## config.mk

```make
export PLATFORM = sky130hd
export DESIGN_NAME = wb_port_arbiter_flat
export DESIGN_NICKNAME = d
export VERILOG_FILES = /design/src/rtl/wb_port_arbiter_if.sv /design/src/rtl/wb_port_arbiter.sv /design/src/flat_wrapper.sv
export SDC_FILE = /design/constraint.sdc
export NUM_CORES = 1
export LEC_CHECK = 0
export BUFFER_PORTS_ARGS = -buffer_cell sky130_fd_sc_hd__buf_2
export CELL_PAD_IN_SITES_DETAIL_PLACEMENT = 1
export CELL_PAD_IN_SITES_GLOBAL_PLACEMENT = 1
export CORE_ASPECT_RATIO = 1.5
export CORE_UTILIZATION = 24
export CTS_CLUSTER_SIZE = 30
export DETAILED_ROUTE_END_ITERATION = 7
export GPL_TIMING_DRIVEN = 0
export PLACE_DENSITY = 0.86
export SYNTH_ARGS = -nofsm -noshare
export SYNTH_HDL_FRONTEND = slang
export SYNTH_SLANG_ARGS = --single-unit
```

## constraint.sdc

```tcl
create_clock -name clk -period 1.3 [get_ports clk]
set_input_delay 0.13 -clock clk [delete_from_list [all_inputs] [get_ports clk]]
set_output_delay 0.13 -clock clk [all_outputs]
set_load 0.01 [all_outputs]
```

## src/rtl/wb_port_arbiter_if.sv

```systemverilog
// Regfile write-port bus between the three writers and the write-port arbiter.
//
// Handshake: md_ready_o / amo_ready_o are same-cycle combinational grants. A
// transfer happens on a rising clk edge where valid && ready are both 1. Until
// then the source keeps valid high and its rd/data stable. After a transfer it
// drops valid or presents its next result. The pipeline has no ready signal.
// It writes whenever pipe_we_i is 1, except while stall_pipe_o is 1. In that
// case it holds its writeback and presents it again on the following cycle.
interface wb_port_arbiter_if #(
  parameter int XLEN = 32
);
  logic            pipe_we_i;
  logic [4:0]      pipe_rd_i;
  logic [XLEN-1:0] pipe_data_i;
  logic            md_valid_i;
  logic [4:0]      md_rd_i;
  logic [XLEN-1:0] md_data_i;
  logic            md_ready_o;
  logic            amo_valid_i;
  logic [4:0]      amo_rd_i;
  logic [XLEN-1:0] amo_data_i;
  logic            amo_ready_o;
  logic            rf_we_o;
  logic [4:0]      rf_rd_o;
  logic [XLEN-1:0] rf_wd_o;
  logic            stall_pipe_o;

  // Writer side: pipeline, mul/div and AMO units (the bench in simulation).
  modport master (
    output pipe_we_i, pipe_rd_i, pipe_data_i,
    output md_valid_i, md_rd_i, md_data_i,
    output amo_valid_i, amo_rd_i, amo_data_i,
    input  md_ready_o, amo_ready_o,
    input  rf_we_o, rf_rd_o, rf_wd_o, stall_pipe_o
  );

  // Arbiter side.
  modport slave (
    input  pipe_we_i, pipe_rd_i, pipe_data_i,
    input  md_valid_i, md_rd_i, md_data_i,
    input  amo_valid_i, amo_rd_i, amo_data_i,
    output md_ready_o, amo_ready_o,
    output rf_we_o, rf_rd_o, rf_wd_o, stall_pipe_o
  );
endinterface

```

## src/rtl/wb_port_arbiter.sv

```systemverilog
// Shares the integer regfile write port between pipeline writeback, mul/div
// and AMO. The pipeline has priority. The two long-latency units round-robin
// between themselves. When a long-latency result is denied STARVE_LIMIT cycles
// in a row, the arbiter stalls the pipeline for one cycle to free a slot.
module wb_port_arbiter #(
  parameter int STARVE_LIMIT = 4,
  parameter int XLEN         = 32
) (
  input  logic                clk,
  input  logic                rst,
  wb_port_arbiter_if.slave    bus,
  output logic                dbg_state_o,      // 1 while in STEAL
  output logic [3:0]          dbg_starve_cnt_o
);

  typedef enum logic {
    ST_NORMAL = 1'b0,
    ST_STEAL  = 1'b1
  } state_e;

  localparam logic RR_MD  = 1'b0;
  localparam logic RR_AMO = 1'b1;
  localparam logic [3:0] LIMIT = 4'(STARVE_LIMIT);

  state_e          state_q, state_d;
  logic [3:0]      starve_cnt_q, starve_cnt_d;
  logic            rr_ptr_q, rr_ptr_d;
  logic            rf_we_q, rf_we_d;
  logic [4:0]      rf_rd_q, rf_rd_d;
  logic [XLEN-1:0] rf_wd_q, rf_wd_d;
  logic            stall_q, stall_d;
  logic            md_gnt, amo_gnt, any_ll_valid;

  // Grant selection and next-state for every register of the arbiter.
  always_comb begin
    state_d      = state_q;
    starve_cnt_d = starve_cnt_q;
    rr_ptr_d     = rr_ptr_q;
    rf_we_d      = 1'b0;
    rf_rd_d      = rf_rd_q;
    rf_wd_d      = rf_wd_q;
    stall_d      = 1'b0;
    md_gnt       = 1'b0;
    amo_gnt      = 1'b0;
    any_ll_valid = bus.md_valid_i || bus.amo_valid_i;

    // Nothing is granted while in reset, so no source sees a transfer that
    // the reset is about to discard.
    if (!rst) begin
      if (state_q == ST_NORMAL && bus.pipe_we_i) begin
        rf_we_d = (bus.pipe_rd_i != 5'd0);
        rf_rd_d = bus.pipe_rd_i;
        rf_wd_d = bus.pipe_data_i;
      end else if (bus.md_valid_i && bus.amo_valid_i) begin
        md_gnt  = (rr_ptr_q == RR_MD);
        amo_gnt = (rr_ptr_q == RR_AMO);
      end else begin
        md_gnt  = bus.md_valid_i;
        amo_gnt = bus.amo_valid_i;
      end
    end

    if (md_gnt) begin
      rf_we_d  = (bus.md_rd_i != 5'd0);
      rf_rd_d  = bus.md_rd_i;
      rf_wd_d  = bus.md_data_i;
      rr_ptr_d = RR_AMO;
    end else if (amo_gnt) begin
      rf_we_d  = (bus.amo_rd_i != 5'd0);
      rf_rd_d  = bus.amo_rd_i;
      rf_wd_d  = bus.amo_data_i;
      rr_ptr_d = RR_MD;
    end

    if (state_q == ST_NORMAL) begin
      if (md_gnt || amo_gnt || !any_ll_valid) begin
        starve_cnt_d = 4'd0;
      end else if (starve_cnt_q >= LIMIT) begin
        starve_cnt_d = LIMIT;
      end else begin
        starve_cnt_d = starve_cnt_q + 4'd1;
      end
      if (starve_cnt_d == LIMIT) begin
        stall_d = 1'b1;
        state_d = ST_STEAL;
      end
    end else begin
      // The stolen slot lasts exactly one cycle, whether or not it was used.
      starve_cnt_d = 4'd0;
      state_d      = ST_NORMAL;
    end
  end

  // Single state register for the FSM and its registered outputs.
  always_ff @(posedge clk) begin
    if (rst) begin
      state_q      <= ST_NORMAL;
      starve_cnt_q <= 4'd0;
      rr_ptr_q     <= RR_MD;
      rf_we_q      <= 1'b0;
      rf_rd_q      <= 5'd0;
      rf_wd_q      <= '0;
      stall_q      <= 1'b0;
    end else begin
      state_q      <= state_d;
      starve_cnt_q <= starve_cnt_d;
      rr_ptr_q     <= rr_ptr_d;
      rf_we_q      <= rf_we_d;
      rf_rd_q      <= rf_rd_d;
      rf_wd_q      <= rf_wd_d;
      stall_q      <= stall_d;
    end
  end

  assign bus.md_ready_o   = md_gnt;
  assign bus.amo_ready_o  = amo_gnt;
  assign bus.rf_we_o      = rf_we_q;
  assign bus.rf_rd_o      = rf_rd_q;
  assign bus.rf_wd_o      = rf_wd_q;
  assign bus.stall_pipe_o = stall_q;
  assign dbg_state_o      = state_q;
  assign dbg_starve_cnt_o = starve_cnt_q;

endmodule

```

## src/flat_wrapper.sv

```systemverilog
// flat-port wrapper written by rule: the top's interface ports become plain ports
module wb_port_arbiter_flat 
#(
  parameter int STARVE_LIMIT = 4,
  parameter int XLEN         = 32
)
  (clk, rst, dbg_state_o, dbg_starve_cnt_o, bus_pipe_we_i, bus_pipe_rd_i, bus_pipe_data_i, bus_md_valid_i, bus_md_rd_i, bus_md_data_i, bus_amo_valid_i, bus_amo_rd_i, bus_amo_data_i, bus_md_ready_o, bus_amo_ready_o, bus_rf_we_o, bus_rf_rd_o, bus_rf_wd_o, bus_stall_pipe_o);
  wb_port_arbiter_if #(.XLEN(XLEN)) bus_i ();
  input  logic clk;
  input  logic rst;
  output logic dbg_state_o;
  output logic [3:0] dbg_starve_cnt_o;
  input wire logic [$bits(bus_i.pipe_we_i)-1:0] bus_pipe_we_i;
  input wire logic [$bits(bus_i.pipe_rd_i)-1:0] bus_pipe_rd_i;
  input wire logic [$bits(bus_i.pipe_data_i)-1:0] bus_pipe_data_i;
  input wire logic [$bits(bus_i.md_valid_i)-1:0] bus_md_valid_i;
  input wire logic [$bits(bus_i.md_rd_i)-1:0] bus_md_rd_i;
  input wire logic [$bits(bus_i.md_data_i)-1:0] bus_md_data_i;
  input wire logic [$bits(bus_i.amo_valid_i)-1:0] bus_amo_valid_i;
  input wire logic [$bits(bus_i.amo_rd_i)-1:0] bus_amo_rd_i;
  input wire logic [$bits(bus_i.amo_data_i)-1:0] bus_amo_data_i;
  output wire logic [$bits(bus_i.md_ready_o)-1:0] bus_md_ready_o;
  output wire logic [$bits(bus_i.amo_ready_o)-1:0] bus_amo_ready_o;
  output wire logic [$bits(bus_i.rf_we_o)-1:0] bus_rf_we_o;
  output wire logic [$bits(bus_i.rf_rd_o)-1:0] bus_rf_rd_o;
  output wire logic [$bits(bus_i.rf_wd_o)-1:0] bus_rf_wd_o;
  output wire logic [$bits(bus_i.stall_pipe_o)-1:0] bus_stall_pipe_o;
  assign bus_i.pipe_we_i = bus_pipe_we_i;
  assign bus_i.pipe_rd_i = bus_pipe_rd_i;
  assign bus_i.pipe_data_i = bus_pipe_data_i;
  assign bus_i.md_valid_i = bus_md_valid_i;
  assign bus_i.md_rd_i = bus_md_rd_i;
  assign bus_i.md_data_i = bus_md_data_i;
  assign bus_i.amo_valid_i = bus_amo_valid_i;
  assign bus_i.amo_rd_i = bus_amo_rd_i;
  assign bus_i.amo_data_i = bus_amo_data_i;
  assign bus_md_ready_o = bus_i.md_ready_o;
  assign bus_amo_ready_o = bus_i.amo_ready_o;
  assign bus_rf_we_o = bus_i.rf_we_o;
  assign bus_rf_rd_o = bus_i.rf_rd_o;
  assign bus_rf_wd_o = bus_i.rf_wd_o;
  assign bus_stall_pipe_o = bus_i.stall_pipe_o;
  wb_port_arbiter #(.STARVE_LIMIT(STARVE_LIMIT), .XLEN(XLEN)) u_core (.clk(clk), .rst(rst), .bus(bus_i), .dbg_state_o(dbg_state_o), .dbg_starve_cnt_o(dbg_starve_cnt_o));
endmodule
```

# After elaboration in Yosys (flattened, before gate mapping)
# Index checks and enable logic that the tools add are counted.
# word_totals
out_inout_bits	46
elab_cells	44
ff_bits	44
# op_classes
n_addsub	1
muxes	21
n_eq_ne	1
bitwise	2
n_lt_le_gt_ge	1
reduce_logical	12
# ops
operator	count
$mux 32	3
$mux 5	3
$reduce_bool 5->1	3
$mux 1	12
$mux 4	3
$add 4x1->4 const B	1
$eq 4x3->1 const B	1
$ge 4x3->1 const B	1
$logic_or 1x1->1	3
$reduce_bool 3->1	1
$logic_and 1x1->1	2
$not 1->1	2
$reduce_bool 2->1	1
$reduce_or 2->1	1
$logic_not 1->1	1

# Longest topological paths before layout
# Gate-level depths: netlist (run 1).
# logic_depth
depth_word	10
mapped_depth	7

# Worst setup path after synthesis (run 1)
# OpenSTA, ideal clock, no wires.
# synth_path
path_kind	reg-to-reg
from	register, netlist name u_core.bus.stall_pipe_o
to	register u_core.rf_we_q (netlist: u_core.bus.rf_we_o)
n_path_buf	3
required_ns	1.180
path_slack_ns	-0.099
synth_period_minus_slack_ns	1.399
path_stages_with_launch	7
arrival_ns	1.279
cell_sequence	dfxtp_1 > nand2b_4 > buf_6 > and4b_1 > buf_6 > buf_6 > o31a_1
# synth_rtl
element	line_no	rtl
end signal, assigned	wb_port_arbiter.sv:108	rf_we_q <= rf_we_d;
end, declared	wb_port_arbiter.sv:28	logic rf_we_q, rf_we_d;

==> flow_metrics.tcl, run 1 <==
set metrics [dict create \
    status "complete, but fails checks" \
    violations "setup timing" \
    vias 2385 \
    synth.avg_cell_area_um2 10.01 \
    dp_hpwl_mm 5.824 \
    cap_violations 0 \
    cp-end-kind "output pin" \
    setup_slack_ns -0.1310 \
    slew_violations 0 \
    period_minus_slack_ns 1.431 \
    place_area_mm2 0.003003 \
    post-route-drc-count 0 \
    io_pins 162 \
    ctsRootBufferMaster "clkbuf_16" \
    rows 41 \
    power_mw 3.649 \
    finalSetupViolCount 38 \
    ys_seq_area_share_pct 42.72 \
    die_area_mm2 0.008974 \
    final_area_mm2 0.003627 \
    hold_viol 0 \
    criticalPathCategory "register to output pin" \
    yosysUniqueCellTypes 28 \
    grt-ovfl-total 0 \
    synth_top_area_share_pct 42.72 \
    yosys_warnings 0 \
    p_seq_share_pct 42.1 \
    dieHeight_um 115.5 \
    netlist_instances 206 \
    hold_class "input port to register" \
    cp_cell_sequence "nand2b_4 -> and4b_2 -> buf_8 -> buf_6" \
    slowest_delay_ns 0.32 \
    synth.most_common_cell "dfxtp_1" \
    p_sw_share_pct 26.60 \
    ant_nets 0 \
    synth_area_leaders "dfxtp_1 (43%), mux2i_1 (18%), a22oi_1 (13%)" \
    cts_max_level 2 \
    synth_enable_flop_cells 0 \
    critical_path_buf_inv_count 2 \
    cp_data_arrival_time_ns 1.30 \
    cts_buffers 5 \
    cp_slowest_cell "dfxtp_2" \
    die_x_um 77.68 \
    ys.flop_type "dfxtp_1" \
    first_pass_iters 6 \
    start_kind "register" \
    ys_seq_elements 44 \
    cts.sinks 44 \
    diodes 0 \
    grt_setup_unrepaired "true" \
    netlist.top_cell.by_area "dfxtp_1" \
    grt_usage_pct 17.17 \
    wl_per_cell_um 16.13 \
    wirelength_mm 8.017 \
    power.density_mw_per_mm2 1006 \
    grt_max_degree 13 \
    start_util_pct 24.66 \
    combPwrFrac_pct 22.8 \
    grt_pass1_wl_mm 11.83 \
    grt_pass1_vias 2475 \
    core-area_mm2 0.008362 \
    power.switching_mw 0.9706 \
    drive_gt1_share_pct 61.28 \
    syn_nets 323 \
    cts_buffer_depth 2 \
    path_max_fanout 6 \
    fin_crit_sh_pct 110.1 \
    path_delay_family "simple AND/OR/NAND/NOR gates" \
    worstSkewPairLatency_ns 0.28 \
    cp.required_ns 1.17 \
    vias_per_cell 4.799 \
    async_flop_share_pct 0 \
    synth_common_cells "dfxtp_1 (44), a22oi_1 (37), mux2i_1 (37)" \
    intPower_mw 2.678 \
    routabilityCongestion 0.7524 \
    power_frac_clock_pct 35.1 \
    dr.first_iter.drc_count 41 \
    syn_area_mm2 0.002062 \
    syn_to_final_growth_pct 75.91 \
    grt_antenna_before_repair 0 \
    clkSlewWorstSetupHoldPaths_ns 0.06 \
    skew_ns 0.003874 \
    cts_tree "done" \
    fmax_mhz 698.8 \
    nets 506 \
    io_buffers 161 \
    power.leakage_nw 1.898 \
    vdd.ir_drop.worst_uv 444.8 \
]
routing by layer:
metal	part of all wire, %	track usage, %	vias to the layer above
met5	0	0	-
li1	-	-	1147
met4	2.0	6.415	0
met3	4.3	2.677	12
met2	58	35.87	86
met1	36	16.37	1140
path summary, 6_finish.rpt:
kind                                            startpoint                    endpoint  slack [ns]  cells after the start
worst max-delay path               u_core.bus.stall_pipe_o              bus_md_ready_o       -0.13                      4
worst max register to register     u_core.bus.stall_pipe_o       u_core.bus.rf_wd_o[4]       -0.10                      6
worst min register to register  u_core.dbg_starve_cnt_o[0]  u_core.dbg_starve_cnt_o[0]        0.47                      1
worst min-delay path                     bus_md_data_i[19]      u_core.bus.rf_wd_o[19]        0.09                      3
registers in the layout, indices dropped and copies added (netlist names):
signal / cells
u_core.dbg_starve_cnt_o: 4
u_core.bus.stall_pipe_o: 1
u_core.rr_ptr_q: 1
u_core.bus.rf_wd_o: 32
u_core.bus.rf_we_o: 1
u_core.bus.rf_rd_o: 5
worst min-delay path, delay by kind of cell:
family	cells	cell delay [ns]
compound gates	2	0.12
buf+inv	1	0.08
power by group through the flow:
stage | sequential (mW) | clock [mW] | combinational [mW]
2_1_floorplan | 1.61 | 0 | 0.260
3_3_place_gp | 1.55 | 0 | 0.672
3_5_place_dp | 1.55 | 0 | 0.697
4_1_cts | 1.53 | 1.33 | 0.791
5_1_grt | 1.55 | 1.39 | 0.898
6_report | 1.54 | 1.28 | 0.831
cell usage in the layout, fill, tap and decap left out, drive strengths merged:
cell type	netlist	final
buf	14	188
dfxtp	44	44
o21ai	38	38
mux2i	37	37
a22oi	37	37
clkbuf	4	14
nor2	6	6
nand2	4	4
nor3	4	4
a21oi	3	3
nand2b	2	2
o31a	2	2
and4b	1	1
nand4b	1	1
clkinv	0	1
a21o	1	1
and3b	1	1
a311oi	1	1
and2	1	1
a31oi	1	1
and3	1	1
ha	1	1
conb	1	1
stage by stage:
| stage | hold slack (ns) | util (%) | std cells | setup TNS [ns] | setup slack [ns] |
|---|---|---|---|---|---|
| finish | 0.08606 | 43.38 | 497 | -2.604 | -0.1310 |
| global route | 0.09488 | 43.38 | 497 | -5.005 | -0.1913 |
| CTS | 0.08466 | 41.21 | 492 | -1.146 | -0.1469 |
| detailed placement | 0.3790 | 35.91 | 474 | -12.00 | -0.4044 |
| global placement | 0.3722 | 35.91 | 474 | -10.89 | -0.3591 |
| floorplan | 0.2021 | - | 206 | -2.426 | -0.07092 |
area by class of cell:
cell class,instances,area [um2]
fillers,1021,4735
multi-input cells,143,1220
repair buffers,181,1037
flip-flops and latches,44,883.3
plain buffers,13,197.7
clock buffers,8,146.4
well taps,107,133.9
inverters,1,8.758
what timing repair did:
action,4_1_cts,5_1_grt
cloned,1,1
gates resized for setup,50,28
hold buffers,0,0
setup buffers,13,5
endpoints found under the setup margin,40,40
pin swaps,2,3
kinds of logic (layout without fill, tap and decap cells):
family	after synthesis	in the layout	synth area share [%]
other cells	1	1	0.1819
buf+inv	19	203	7.160
mux	37	37	17.96
flops	44	44	42.72
fa+ha+maj	1	1	0.6067
compound gates	83	83	25.36
simple gates	21	21	6.007
Power figures use the tool's default switching activity.
==> run 2: changes to the inputs <==
--- a/config.mk
+++ b/config.mk
@@ -5,15 +5,16 @@
 export SDC_FILE = /design/constraint.sdc
 export NUM_CORES = 1
 export LEC_CHECK = 0
-export BUFFER_PORTS_ARGS = -buffer_cell sky130_fd_sc_hd__buf_2
+export CAP_MARGIN = 15
 export CELL_PAD_IN_SITES_DETAIL_PLACEMENT = 1
 export CELL_PAD_IN_SITES_GLOBAL_PLACEMENT = 1
 export CORE_ASPECT_RATIO = 1.5
-export CORE_UTILIZATION = 24
+export CORE_UTILIZATION = 29
 export CTS_CLUSTER_SIZE = 30
 export DETAILED_ROUTE_END_ITERATION = 7
+export DONT_BUFFER_PORTS = 1
 export GPL_TIMING_DRIVEN = 0
-export PLACE_DENSITY = 0.86
+export PLACE_DENSITY = 0.69
 export SYNTH_ARGS = -nofsm -noshare
 export SYNTH_HDL_FRONTEND = slang
 export SYNTH_SLANG_ARGS = --single-unit
==> run 2 against run 1 <==
Compared with the run above:
- the run ends with DRC, setup timing left
- first-iteration DRC count grew 100%
- wire length shrank 3.0%
- clock skew barely moved
- worst setup slack worse by 0.043 ns
- non-clock buffer count shrank 102
- clock power shrank 28%
- die area shrank 17%
- largest power group unchanged
==> flow_metrics.tcl, run 2 (synthesis gave the netlist of run 1 again) <==
set metrics [dict create \
    io_buffers 0 \
    grt_max_degree 14 \
    start_util_pct 30.09 \
    fillers 735 \
    skew_ns 0.004365 \
    fmax_mhz 678.4 \
    cts_buffer_depth 2 \
    post-route-drc-count 20 \
    dp.cells 284 \
    reg2reg_from "u_core.bus.stall_pipe_o" \
    cts_max_level 2 \
    period_minus_slack_ns 1.474 \
    grt-ovfl-total 0 \
    vias_per_cell 5.489 \
    routabilityCongestion 0.6767 \
    cap_violations 0 \
    power.density_mw_per_mm2 945.8 \
    whs_ns 0.003785 \
    seq_area_um2 885.9 \
    rrSetupSlack_ns -0.17 \
    ctsRootBufferMaster "clkbuf_8" \
    slowest_delay_ns 0.37 \
    drive_gt1_share_pct 27.08 \
    grt_pass1_wl_mm 11.42 \
    critical_path_buf_inv_count 2 \
    wirelength_mm 7.779 \
    vias 2009 \
    setup_slack_ns -0.1740 \
    cp.required_ns 1.49 \
    hold_start "bus_amo_data_i[2]" \
    hold_end "u_core.bus.rf_wd_o[2]" \
    die_area_mm2 0.007458 \
    slew_violations 0 \
    syn_to_final_growth_pct 61.71 \
    mostFrequentLayoutCell "dlygate4sd3_1" \
    power.leakage_nw 1.417 \
    cp_data_arrival_time_ns 1.66 \
    dp_slack_ns -0.3853 \
    multi_input_area_mm2 0.001242 \
    nets 404 \
    cp_slowest_cell "dfxtp_4" \
    cts_buffers 5 \
    cts.sinks 44 \
    path_max_fanout 7 \
    first_pass_iters 6 \
    final_area_mm2 0.003334 \
    cp-end-kind "register" \
    path_delay_family "buffers and inverters" \
    ant_nets 0 \
    largest_reg_flops 32 \
    clkSlewWorstSetupHoldPaths_ns 0.09 \
    wl_per_cell_um 21.25 \
    dieHeight_um 105.3 \
    io_pins 162 \
    grt_setup_unrepaired "true" \
    holdPathStages 2 \
    status "complete, but fails checks" \
    r2r.worst_path.cells 6 \
    rows 37 \
    dp_hpwl_mm 4.595 \
    r2r_end "u_core.bus.rf_wd_o[20]" \
    grt_antenna_before_repair 0 \
    cts_tree "done" \
    violations "DRC, setup timing" \
    worstSkewPairLatency_ns 0.30 \
    hold_viol 0 \
    fin_tns_setup_ns -3.667 \
    finalSetupViolCount 40 \
    cp_cell_sequence "nand2b_4 -> and4b_1 -> buf_6 -> bufbuf_16 -> a22oi_2 -> o21ai_1" \
    place_area_mm2 0.002161 \
    fin_crit_sh_pct 113.4 \
    core-area_mm2 0.006852 \
    dr.first_iter.drc_count 82 \
    stdcell_count 366 \
    grt_usage_pct 20.31 \
    hold_class "input port to register" \
    final_cell_mix "dlygate4sd3_1 (65), dfxtp_1 (42), o21ai_1 (36)" \
    die_x_um 70.85 \
    vdd.ir_drop.worst_uv 494.9 \
    criticalPathCategory "register to register" \
    start_kind "register" \
    grt_pass1_vias 2233 \
    diodes 0 \
]
run 2: area by class of cell:
type	instances	area share [%]
tap	78	2.927
clock inverter	2	0.3002
timing repair buffer	77	24.80
inverter	1	0.2627
sequential	44	26.57
multi-input combinational	143	37.26
buffer	15	5.403
clock buffer	6	2.477
run 2: report_power, final:
part / switching, mW / total [mW] / internal (mW)
clock: 0.491 / 0.916 / 0.425
sequential: 0.154 / 1.62 / 1.46
combinational: 0.249 / 0.619 / 0.370
run 2: layer usage:
| metal | GRT usage, % | vias to the layer above | share of wire (%) |
|---|---|---|---|
| met4 | 7.429 | 0 | 2.1 |
| met5 | 0 | - | 0 |
| met3 | 4.780 | 12 | 6.6 |
| li1 | - | 942 | - |
| met1 | 19.29 | 956 | 33 |
| met2 | 40.73 | 99 | 59 |
run 2: worst max path at each step:
| stage | cells past startpoint | startpoint | end |
|---|---|---|---|
| final | 6 | u_core.bus.stall_pipe_o | u_core.bus.rf_wd_o[20] |
| after global routing | 6 | u_core.bus.stall_pipe_o | u_core.bus.rf_wd_o[19] |
| after CTS | 4 | u_core.bus.stall_pipe_o | bus_md_ready_o |
| after detailed placement | 5 | u_core.bus.stall_pipe_o | u_core.bus.rf_wd_o[31] |
| after global placement | 5 | u_core.bus.stall_pipe_o | u_core.bus.rf_wd_o[31] |
| after floorplan | 7 | u_core.bus.stall_pipe_o | u_core.bus.rf_rd_o[4] |
run 2: what timing repair did:
| item | 4_1_cts | 5_1_grt |
|---|---|---|
| gates cloned | 2 | 0 |
| hold endpoints to repair | 38 | 2 |
| gates resized for setup | 46 | 27 |
| hold buffers | 62 | 3 |
| pin swaps | 2 | 4 |
| setup endpoints to repair | 40 | 40 |
| setup buffers | 9 | 1 |
run 2: metrics by stage:
| step | power [mW] | util (%) |
|---|---|---|
| finish | 3.154 | 48.67 |
| CTS | 3.148 | 46.53 |
| global route | 3.329 | 48.67 |
| global placement | 1.945 | 31.54 |
| detailed placement | 1.960 | 31.54 |
| floorplan | 1.867 | - |
==> run 3: changes to the inputs <==
--- a/config.mk
+++ b/config.mk
@@ -8,13 +8,12 @@
 export CAP_MARGIN = 15
 export CELL_PAD_IN_SITES_DETAIL_PLACEMENT = 1
 export CELL_PAD_IN_SITES_GLOBAL_PLACEMENT = 1
-export CORE_ASPECT_RATIO = 1.5
 export CORE_UTILIZATION = 29
 export CTS_CLUSTER_SIZE = 30
 export DETAILED_ROUTE_END_ITERATION = 7
 export DONT_BUFFER_PORTS = 1
 export GPL_TIMING_DRIVEN = 0
-export PLACE_DENSITY = 0.69
+export PLACE_DENSITY = 0.67
 export SYNTH_ARGS = -nofsm -noshare
 export SYNTH_HDL_FRONTEND = slang
 export SYNTH_SLANG_ARGS = --single-unit
==> constraint.sdc (replaced) <==
create_clock -name clk -period 1.8 [get_ports clk]
set_input_delay 0.18 -clock clk [delete_from_list [all_inputs] [get_ports clk]]
set_output_delay 0.18 -clock clk [all_outputs]
set_load 0.01 [all_outputs]
==> run 3 against run 2 <==
Compared with the run above:
- sequential share of layout area increased by 12 points
- largest cell class unchanged
- final cell count decreased by 15%
- die area about the same
- the flow now finishes without violations
- sequential cell count unchanged
==> flow_metrics.tcl, run 3 (synthesis gave the netlist of run 1 again) <==
set metrics [dict create \
    hold_class "input port to register" \
    mostFrequentLayoutCell "dfxtp_1" \
    vias_per_cell 5.350 \
    cap_violations 0 \
    clkSlewWorstSetupHoldPaths_ns 0.08 \
    fmax_mhz 592.1 \
    criticalPathCategory "register to output pin" \
    cp-end-kind "output pin" \
    period_minus_slack_ns 1.689 \
    dieHeight_um 86.32 \
    cts_buffers 5 \
    cts_tree "done" \
    power.density_mw_per_mm2 864.7 \
    grt_pass1_vias 1722 \
    final_cell_mix "dfxtp_1 (43), mux2i_1 (37), a22oi_1 (37)" \
    power.leakage_nw 1.050 \
    grt_max_degree 13 \
    routabilityCongestion 0.6727 \
    die_x_um 86.32 \
    syn_to_final_growth_pct 10.74 \
    dr.first_iter.drc_count 25 \
    post-route-drc-count 0 \
    fin_crit_sh_pct 93.83 \
    largest_reg_flops 32 \
    drive_gt1_share_pct 12.09 \
    finalSetupViolCount 0 \
    grt_pass1_wl_mm 8.418 \
    ant_nets 0 \
    cp_data_arrival_time_ns 1.51 \
    diodes 0 \
    path_max_fanout 10 \
    io_buffers 0 \
    fin_tns_setup_ns 0 \
    dp_slack_ns 0.02775 \
    worstSkewPairLatency_ns 0.29 \
    hold_start "bus_md_data_i[0]" \
    cp.required_ns 1.62 \
    nets 332 \
    hold_viol 0 \
    critPathLaunch "u_core.bus.stall_pipe_o" \
    final_area_mm2 0.002283 \
    status "finished clean" \
    setup_slack_ns 0.1110 \
    place_area_mm2 0.002182 \
    core-area_mm2 0.006832 \
    start_util_pct 30.18 \
    rows 30 \
    grt_usage_pct 14.69 \
    grt_antenna_before_repair 0 \
    vias 1664 \
    cts_max_level 2 \
    slew_violations 0 \
    grt-ovfl-total 0 \
    wl_per_cell_um 18.06 \
    wirelength_mm 5.618 \
    cts_buffer_depth 2 \
    io_pins 162 \
    grt_setup_unrepaired "false" \
    reg2reg_from "u_core.bus.stall_pipe_o" \
    fillers 798 \
    start_kind "register" \
    cts.sinks 44 \
    first_pass_iters 3 \
    skew_ns 0.002534 \
    ctsRootBufferMaster "clkbuf_8" \
    die_area_mm2 0.007451 \
    vdd.ir_drop.worst_uv 315.0 \
    dp_hpwl_mm 4.206 \
]
run 3: layer usage:
metal,GRT usage (%),part of all wire [%]
met5,0,0
met4,5.000,0.53
met3,4.667,9.9
met2,26.19,48
met1,16.49,42
run 3: final cells by class:
type | instances | area [um2] | area share (%)
Buffer | 18 | 146.4 | 6.411
Clock buffer | 6 | 72.57 | 3.178
Clock inverter | 1 | 5.005 | 0.2192
Inverter | 1 | 3.754 | 0.1644
Multi-Input combinational cell | 143 | 1033 | 45.26
Sequential cell | 44 | 882.1 | 38.63
Tap cell | 96 | 120.1 | 5.260
Timing Repair Buffer | 2 | 20.02 | 0.8767
run 3: timing repair:
item / in CTS / in global routing
endpoints found under the hold margin: 1 / 0
gates resized for setup: 0 / 5
buffers inserted: 0 / 0
endpoints found under the setup margin: 0 / 31
hold buffers: 2 / 0
run 3: final timing paths:
kind                                              endpoint  slack, ns  cells past startpoint
worst max-delay path                       bus_amo_ready_o       0.11                      6
worst min register to register  u_core.dbg_starve_cnt_o[0]       0.52                      1
worst min-delay path                 u_core.bus.rf_wd_o[0]       0.04                      2
worst max register to register      u_core.bus.rf_wd_o[10]       0.17                      5
run 3: worst max-delay path, stage by stage, from the launching register on:
cell,delay (ns)
dfxtp_2,0.37
nand2b_4,0.13
buf_6,0.12
nand4b_2,0.13
buf_6,0.19
buf_6,0.16
inv_1,0.10
run 3: power by group:
| part | internal (mW) | total (mW) | switching [mW] |
|---|---|---|---|
| registers | 1.06 | 1.15 | 0.0967 |
| clock network | 0.264 | 0.588 | 0.324 |
| logic | 0.113 | 0.231 | 0.118 |
run 3: metrics by stage:
step                util (%)  power, mW  std cells  hold slack [ns]
global placement       31.94      1.402        302           0.2544
detailed placement     31.94      1.410        302           0.2577
floorplan                  -      1.347        206           0.2521
CTS                    33.37      2.017        311          0.02719
global route           33.42      2.089        311          0.02705
finish                 33.42      1.975        311          0.03954
